==> config.mk <==
export PLATFORM = sky130hd
export DESIGN_NAME = bus_arbiter_4_flat
export DESIGN_NICKNAME = d
export VERILOG_FILES = /design/src/rtl/bus_arbiter_4_if.sv /design/src/rtl/bus_arbiter_4.sv /design/src/flat_wrapper.sv
export SDC_FILE = /design/constraint.sdc
export NUM_CORES = 1
export LEC_CHECK = 0
export BUFFER_PORTS_ARGS = -buffer_cell sky130_fd_sc_hd__clkbuf_2
export CAP_MARGIN = 0
export CORE_MARGIN = 2
export CORE_UTILIZATION = 60
export CTS_CLUSTER_DIAMETER = 120
export CTS_CLUSTER_SIZE = 14
export DETAILED_ROUTE_END_ITERATION = 8
export PLACE_DENSITY = 0.86
export SYNTH_ARGS = -nofsm -noshare
export SYNTH_HDL_FRONTEND = slang
export SYNTH_SLANG_ARGS = --single-unit
==> constraint.sdc <==
create_clock -name clock -period 3.6 [get_ports clock]
set_input_delay 0.18 -clock clock [delete_from_list [all_inputs] [get_ports clock]]
set_output_delay 0.18 -clock clock [all_outputs]
set_load 0.005 [all_outputs]
==> src/rtl/bus_arbiter_4_if.sv <==
// Shared-bus handshake bundle between the four bus masters and the arbiter.
//   requestIn[3:0]      per-master request, bit i = master i
//   beginTransactionIn  wired-OR beginTransaction from the masters
//   endTransactionIn    wired-OR endTransaction from all agents
//   busErrorIn          busError from any agent
//   grantOut[3:0]       one-hot grant from the arbiter
//   endTransactionOut   arbiter-driven endTransaction (watchdog abort)
//   busErrorOut         arbiter-driven busError (watchdog abort)
// Modport master: the agent side, drives the requests and handshakes.
// Modport slave:  the arbiter side, drives the grant and abort signals.
interface bus_arbiter_4_if;
    logic [3:0] requestIn;
    logic       beginTransactionIn;
    logic       endTransactionIn;
    logic       busErrorIn;
    logic [3:0] grantOut;
    logic       endTransactionOut;
    logic       busErrorOut;

    modport master (
        output requestIn,
        output beginTransactionIn,
        output endTransactionIn,
        output busErrorIn,
        input  grantOut,
        input  endTransactionOut,
        input  busErrorOut
    );

    modport slave (
        input  requestIn,
        input  beginTransactionIn,
        input  endTransactionIn,
        input  busErrorIn,
        output grantOut,
        output endTransactionOut,
        output busErrorOut
    );
endinterface

==> src/rtl/bus_arbiter_4.sv <==
// Round-robin arbiter for a four-master shared bus with start and
// transaction watchdogs.
//   clock   rising-edge clock
//   nReset  asynchronous active-low reset
//   bus     bus_arbiter_4_if.slave: requests/handshakes in, grant and
//           abort signalling out (all outputs registered)
// Parameters:
//   START_TIMEOUT  cycles a granted master has to begin (1..65535)
//   BUS_TIMEOUT    cycles a transaction may stay open (1..65535)
//
// state   | meaning
// --------+--------------------------------------------------------------
// IDLE    | no grant; pick next requester round-robin
// GRANTED | grant held, waiting for beginTransaction or start timeout
// BUSY    | transaction open, waiting for end/error or bus timeout
// ABORT   | one cycle driving busErrorOut and endTransactionOut
module bus_arbiter_4 #(
    parameter int START_TIMEOUT = 16,
    parameter int BUS_TIMEOUT   = 1024
) (
    input  logic              clock,
    input  logic              nReset,
    bus_arbiter_4_if.slave    bus
);

    typedef enum logic [1:0] {
        IDLE    = 2'd0,
        GRANTED = 2'd1,
        BUSY    = 2'd2,
        ABORT   = 2'd3
    } state_t;

    localparam logic [15:0] START_LAST = 16'(START_TIMEOUT - 1);
    localparam logic [15:0] BUS_LAST   = 16'(BUS_TIMEOUT - 1);

    state_t      state;
    logic [15:0] cnt;
    logic [1:0]  last_idx;
    logic [3:0]  grant_q;
    logic        end_q;
    logic        err_q;

    logic [1:0]  pick_idx;
    logic        pick_valid;
    logic [1:0]  cand;

    // Search starts one past the last grant; 2-bit add wraps naturally,
    // and k=4 lands back on last_idx so a lone requester can be regranted.
    always_comb begin
        pick_valid = 1'b0;
        pick_idx   = last_idx;
        cand       = last_idx;
        for (int k = 1; k <= 4; k++) begin
            cand = last_idx + 2'(k);
            if (!pick_valid && bus.requestIn[cand]) begin
                pick_valid = 1'b1;
                pick_idx   = cand;
            end
        end
    end

    always_ff @(posedge clock or negedge nReset) begin
        if (!nReset) begin
            state    <= IDLE;
            cnt      <= 16'd0;
            last_idx <= 2'd3;
            grant_q  <= 4'b0000;
            end_q    <= 1'b0;
            err_q    <= 1'b0;
        end else begin
            case (state)
                IDLE: begin
                    end_q <= 1'b0;
                    err_q <= 1'b0;
                    if (pick_valid) begin
                        grant_q  <= 4'b0001 << pick_idx;
                        last_idx <= pick_idx;
                        cnt      <= 16'd0;
                        state    <= GRANTED;
                    end
                end
                GRANTED: begin
                    // last_idx is the current owner while a grant is held.
                    if (bus.beginTransactionIn) begin
                        cnt   <= 16'd0;
                        state <= BUSY;
                    end else if (!bus.requestIn[last_idx] || cnt == START_LAST) begin
                        grant_q <= 4'b0000;
                        state   <= IDLE;
                    end else begin
                        cnt <= cnt + 16'd1;
                    end
                end
                BUSY: begin
                    if (bus.endTransactionIn || bus.busErrorIn) begin
                        grant_q <= 4'b0000;
                        state   <= IDLE;
                    end else if (cnt == BUS_LAST) begin
                        grant_q <= 4'b0000;
                        end_q   <= 1'b1;
                        err_q   <= 1'b1;
                        state   <= ABORT;
                    end else begin
                        cnt <= cnt + 16'd1;
                    end
                end
                ABORT: begin
                    end_q <= 1'b0;
                    err_q <= 1'b0;
                    state <= IDLE;
                end
                default: begin
                    grant_q <= 4'b0000;
                    end_q   <= 1'b0;
                    err_q   <= 1'b0;
                    state   <= IDLE;
                end
            endcase
        end
    end

    assign bus.grantOut          = grant_q;
    assign bus.endTransactionOut = end_q;
    assign bus.busErrorOut       = err_q;

endmodule

==> src/flat_wrapper.sv <==
// flat-port wrapper written by rule: the top's interface ports become plain ports
module bus_arbiter_4_flat 
#(
    parameter int START_TIMEOUT = 16,
    parameter int BUS_TIMEOUT   = 1024
)
  (clock, nReset, bus_requestIn, bus_beginTransactionIn, bus_endTransactionIn, bus_busErrorIn, bus_grantOut, bus_endTransactionOut, bus_busErrorOut);
  bus_arbiter_4_if bus_i ();
  input  logic clock;
  input  logic nReset;
  input wire logic [$bits(bus_i.requestIn)-1:0] bus_requestIn;
  input wire logic [$bits(bus_i.beginTransactionIn)-1:0] bus_beginTransactionIn;
  input wire logic [$bits(bus_i.endTransactionIn)-1:0] bus_endTransactionIn;
  input wire logic [$bits(bus_i.busErrorIn)-1:0] bus_busErrorIn;
  output wire logic [$bits(bus_i.grantOut)-1:0] bus_grantOut;
  output wire logic [$bits(bus_i.endTransactionOut)-1:0] bus_endTransactionOut;
  output wire logic [$bits(bus_i.busErrorOut)-1:0] bus_busErrorOut;
  assign bus_i.requestIn = bus_requestIn;
  assign bus_i.beginTransactionIn = bus_beginTransactionIn;
  assign bus_i.endTransactionIn = bus_endTransactionIn;
  assign bus_i.busErrorIn = bus_busErrorIn;
  assign bus_grantOut = bus_i.grantOut;
  assign bus_endTransactionOut = bus_i.endTransactionOut;
  assign bus_busErrorOut = bus_i.busErrorOut;
  bus_arbiter_4 #(.START_TIMEOUT(START_TIMEOUT), .BUS_TIMEOUT(BUS_TIMEOUT)) u_core (.clock(clock), .nReset(nReset), .bus(bus_i));
endmodule
==> reports/qor.txt <==
Outcome - completed
Rel. slew slack - 0.2054
P_sw - 452.9 uW
GP Congestion - 0.8850
Vias in the first global route - 1436
# DRC - 0
CP Data Arrival Time - 2.81 ns
Routed vias - 1399
Crit path time final - 2.583 ns
Setup TNS - 0 ns
Peak Freq - 387.2 MHz
Post-Synthesis Cells - 171
Top_reg_cell synth - dfrtp_1
Synth Cell Area - 1743 sq um
Hold endpoint - u_core.state[1]
Largest net degree at the start of global routing - 26
Yosys cell types - 47
CP delay by family, top - compound AO/OA/AOI/OAI gates
Port Buffers - 14
Crit-path slowest cell - o21ai_1
IO Count - 15
Starting Density - 0.6320
Clock Skews - 0.002115 ns
Crit path launch type - flip-flop
Filler cells - 223
Final hold slack - 0.3451 ns
CTS root buf - clkbuf_4
Crit end category - flip-flop
CTS Hold Bufs - 1
Final HPWL DP - 2.656 mm
Hold WC Path Type - in2reg
# H-tree levels - 1
#FFs+latches synth - 25
Leakage - 0.8299 nW
Crit path kind - reg2reg
Seq pwr share - 0.350
Internal - 603.2 uW
Chip Width - 57.90 um
Combinational Power Share - 0.524
Ys Warns - 0
Setup violators final - 0
Min-delay src - bus_beginTransactionIn
RSZ-0062 raised after global routing - no
Number of enable flip-flop cells after synthesis - 0
DRT Wirelength - 3.617 mm
Area Overhead vs Synth - 4.235%
Top-area cell type share of the netlist area - 0.3302
Sequential share of the synthesized area - 0.3604
Area of the multi-input gates - 1021 sq um
CP required - 3.82 ns
Initial antenna violation count - 0
Setup WS pre-CTS - 1.065 ns
Clk sinks - 25
Global-route wire length before repair - 6.520 mm
Antenna Cells - 0
Final WS setup - 1.017 ns
Pins over their slew limit - 0
Routed Antenna Nets - 0
Chip Height - 57.90 um
NumNets Final - 197
Fraction of layout cells with a size suffix above 1 - 0.2210
Die area - 3352 sq um
Overflow after GRT - 0
Reg2Reg Depth - 6
Hold depth - 4
Slowest cell delay on critical path - 0.91 ns
CTS tree - built
VDD IR max - 0.4631 mV
Worst path bufs/invs - 1
CTS Buf Count - 3
Max Cap Violations - 0
Highest metal layer with signal wires - met4
Worst slew pin tran - 1.184 ns
Syn avg cell area - 10.19 sq um
CTS max path bufs - 2
Iter 0 DRT Violations - 99
Clock Pin Slew Worst Setup and Hold Paths - 0.14 ns
Crit Reg-Reg Endpoint - u_core.cnt[0]
Setup repair bufs after CTS - 0
Drt pass-1 iters - 5
R2R Setup Slk - 1.02 ns
Period Utilization, post-route - 0.7174
Row count - 19
Register area - 628.1 sq um
CP max FO - 16
Net Sw Frac - 0.4288
Synthesized Nets - 186
Post-DR wirelength/cell - 17.06 um
Vias per inst - 6.599
Clk pwr share - 0.126
Cell taking the most area after synthesis - dfrtp_1
Routed wl met3 - 133 um
Later-pin clock latency in the skew report - 0.33 ns
Worst path cell trace - inv_1 -> ha_1 -> nor2b_1 -> o21ai_1 -> or3_4 -> o21ai_0
Ys async rst share - 1.000
Core Area - 2758 sq um
Tot GR Track Use - 0.2505
Top post-synthesis cells by area - dfrtp_1 33%, o31ai_4 7.3%, o31ai_1 6.5%, mux2_2 5.2%, ha_1 4.3%
Post-CTS Resized - 0
Power per cell area - 581.3 nW/um^2
Reg-to-Reg Start - u_core.state[1]
Wl on met1 - 1.575 mm
Routed wl met2 - 1.825 mm
Final Hold Violating Endpoints - 0
sequential cells by signal, indices dropped and copies added, names as in the netlist:
name	count
u_core.last_idx	2
u_core.bus.grantOut	4
u_core.cnt	16
u_core.state	2
u_core.bus.endTransactionOut	1
Yosys cell counts, types with 3 or more instances:
cell,number
nor3b_1,3
nand3_1,8
ha_1,6
mux2i_1,3
nor4_1,3
nor2b_1,3
o31ai_4,6
o21ai_0,6
nor3_1,4
dfrtp_1,23
nand2_1,8
nor2_1,13
nand2b_1,4
mux2_2,8
o31ai_1,15
a21oi_1,8
a31oi_1,4
inv_1,6
worst max path at each step:
stage | from | end | cells after the start
detailed placement | u_core.state[1] | u_core.cnt[3] | 7
global route | u_core.state[1] | u_core.cnt[7] | 6
global placement | u_core.state[1] | u_core.cnt[0] | 6
floorplan | u_core.state[0] | u_core.cnt[3] | 10
CTS | u_core.state[1] | u_core.cnt[0] | 6
finish | u_core.state[1] | u_core.cnt[0] | 6
layout make-up:
| cell class | count | area share |
|---|---|---|
| multi-input cells | 131 | 0.5620 |
| inverters | 6 | 0.01240 |
| well taps | 31 | 0.02135 |
| flip-flops and latches | 25 | 0.3457 |
| clock buffers | 4 | 0.01446 |
| repair buffers | 15 | 0.04408 |
power groups by stage:
stage                     Combinational (mW)  Sequential [mW]  Clock (mW)
after detailed placement               0.552            0.375           0
final                                  0.553            0.370       0.133
after global routing                   0.612            0.374       0.144
after CTS                              0.556            0.369       0.138
after floorplan                        0.485            0.366           0
after global placement                 0.523            0.369           0
worst reg2reg max path: stages (launching register included):
cell and delay (ns):
dfrtp_1 0.43, inv_1 0.09, ha_1 0.24, nor2b_1 0.18, o21ai_1 0.91, or3_4 0.49
o21ai_0 0.14
per-stage QoR:
stage / cells / area [sq um] / utilization / total power [mW]
after floorplan: 171 / 1743 / - / 0.8508
after global placement: 207 / 1780 / 0.6456 / 0.8925
after detailed placement: 207 / 1780 / 0.6456 / 0.9271
after CTS: 212 / 1817 / 0.6588 / 1.063
after global routing: 212 / 1817 / 0.6588 / 1.130
final: 212 / 1817 / 0.6588 / 1.056
routing by layer:
layer	global-route usage	up-vias
met4	0.1229	0
met5	0	-
met1	0.3110	688
met2	0.4286	35
met3	0.03348	9
li1	-	667
placed cells by master (no fill, tap or decap), types with 3 or more instances in the layout:
master and instances:
mux2i_1 3, nor2_1 13, nor3b_1 3, clkbuf_2 14, inv_1 6, nor4_1 3
nor3_1 4, nor2b_1 3, o31ai_1 15, ha_1 6, mux2_2 8, a31oi_1 4
clkbuf_4 3, nand3_1 8, o31ai_4 6, a21oi_1 8, o21ai_0 6, dfrtp_1 23
nand2b_1 4, nand2_1 8
logic make-up after synthesis:
family	count (synthesis)	synth area share
and+or+nand+nor	58	0.1823
muxes	11	0.06892
AOI/OAI and AO/OA	56	0.2915
buffers and inverters	15	0.05383
adders and majority gates	6	0.04307
DFF	25	0.3604
No activity file was read; power rests on OpenSTA's default activity.
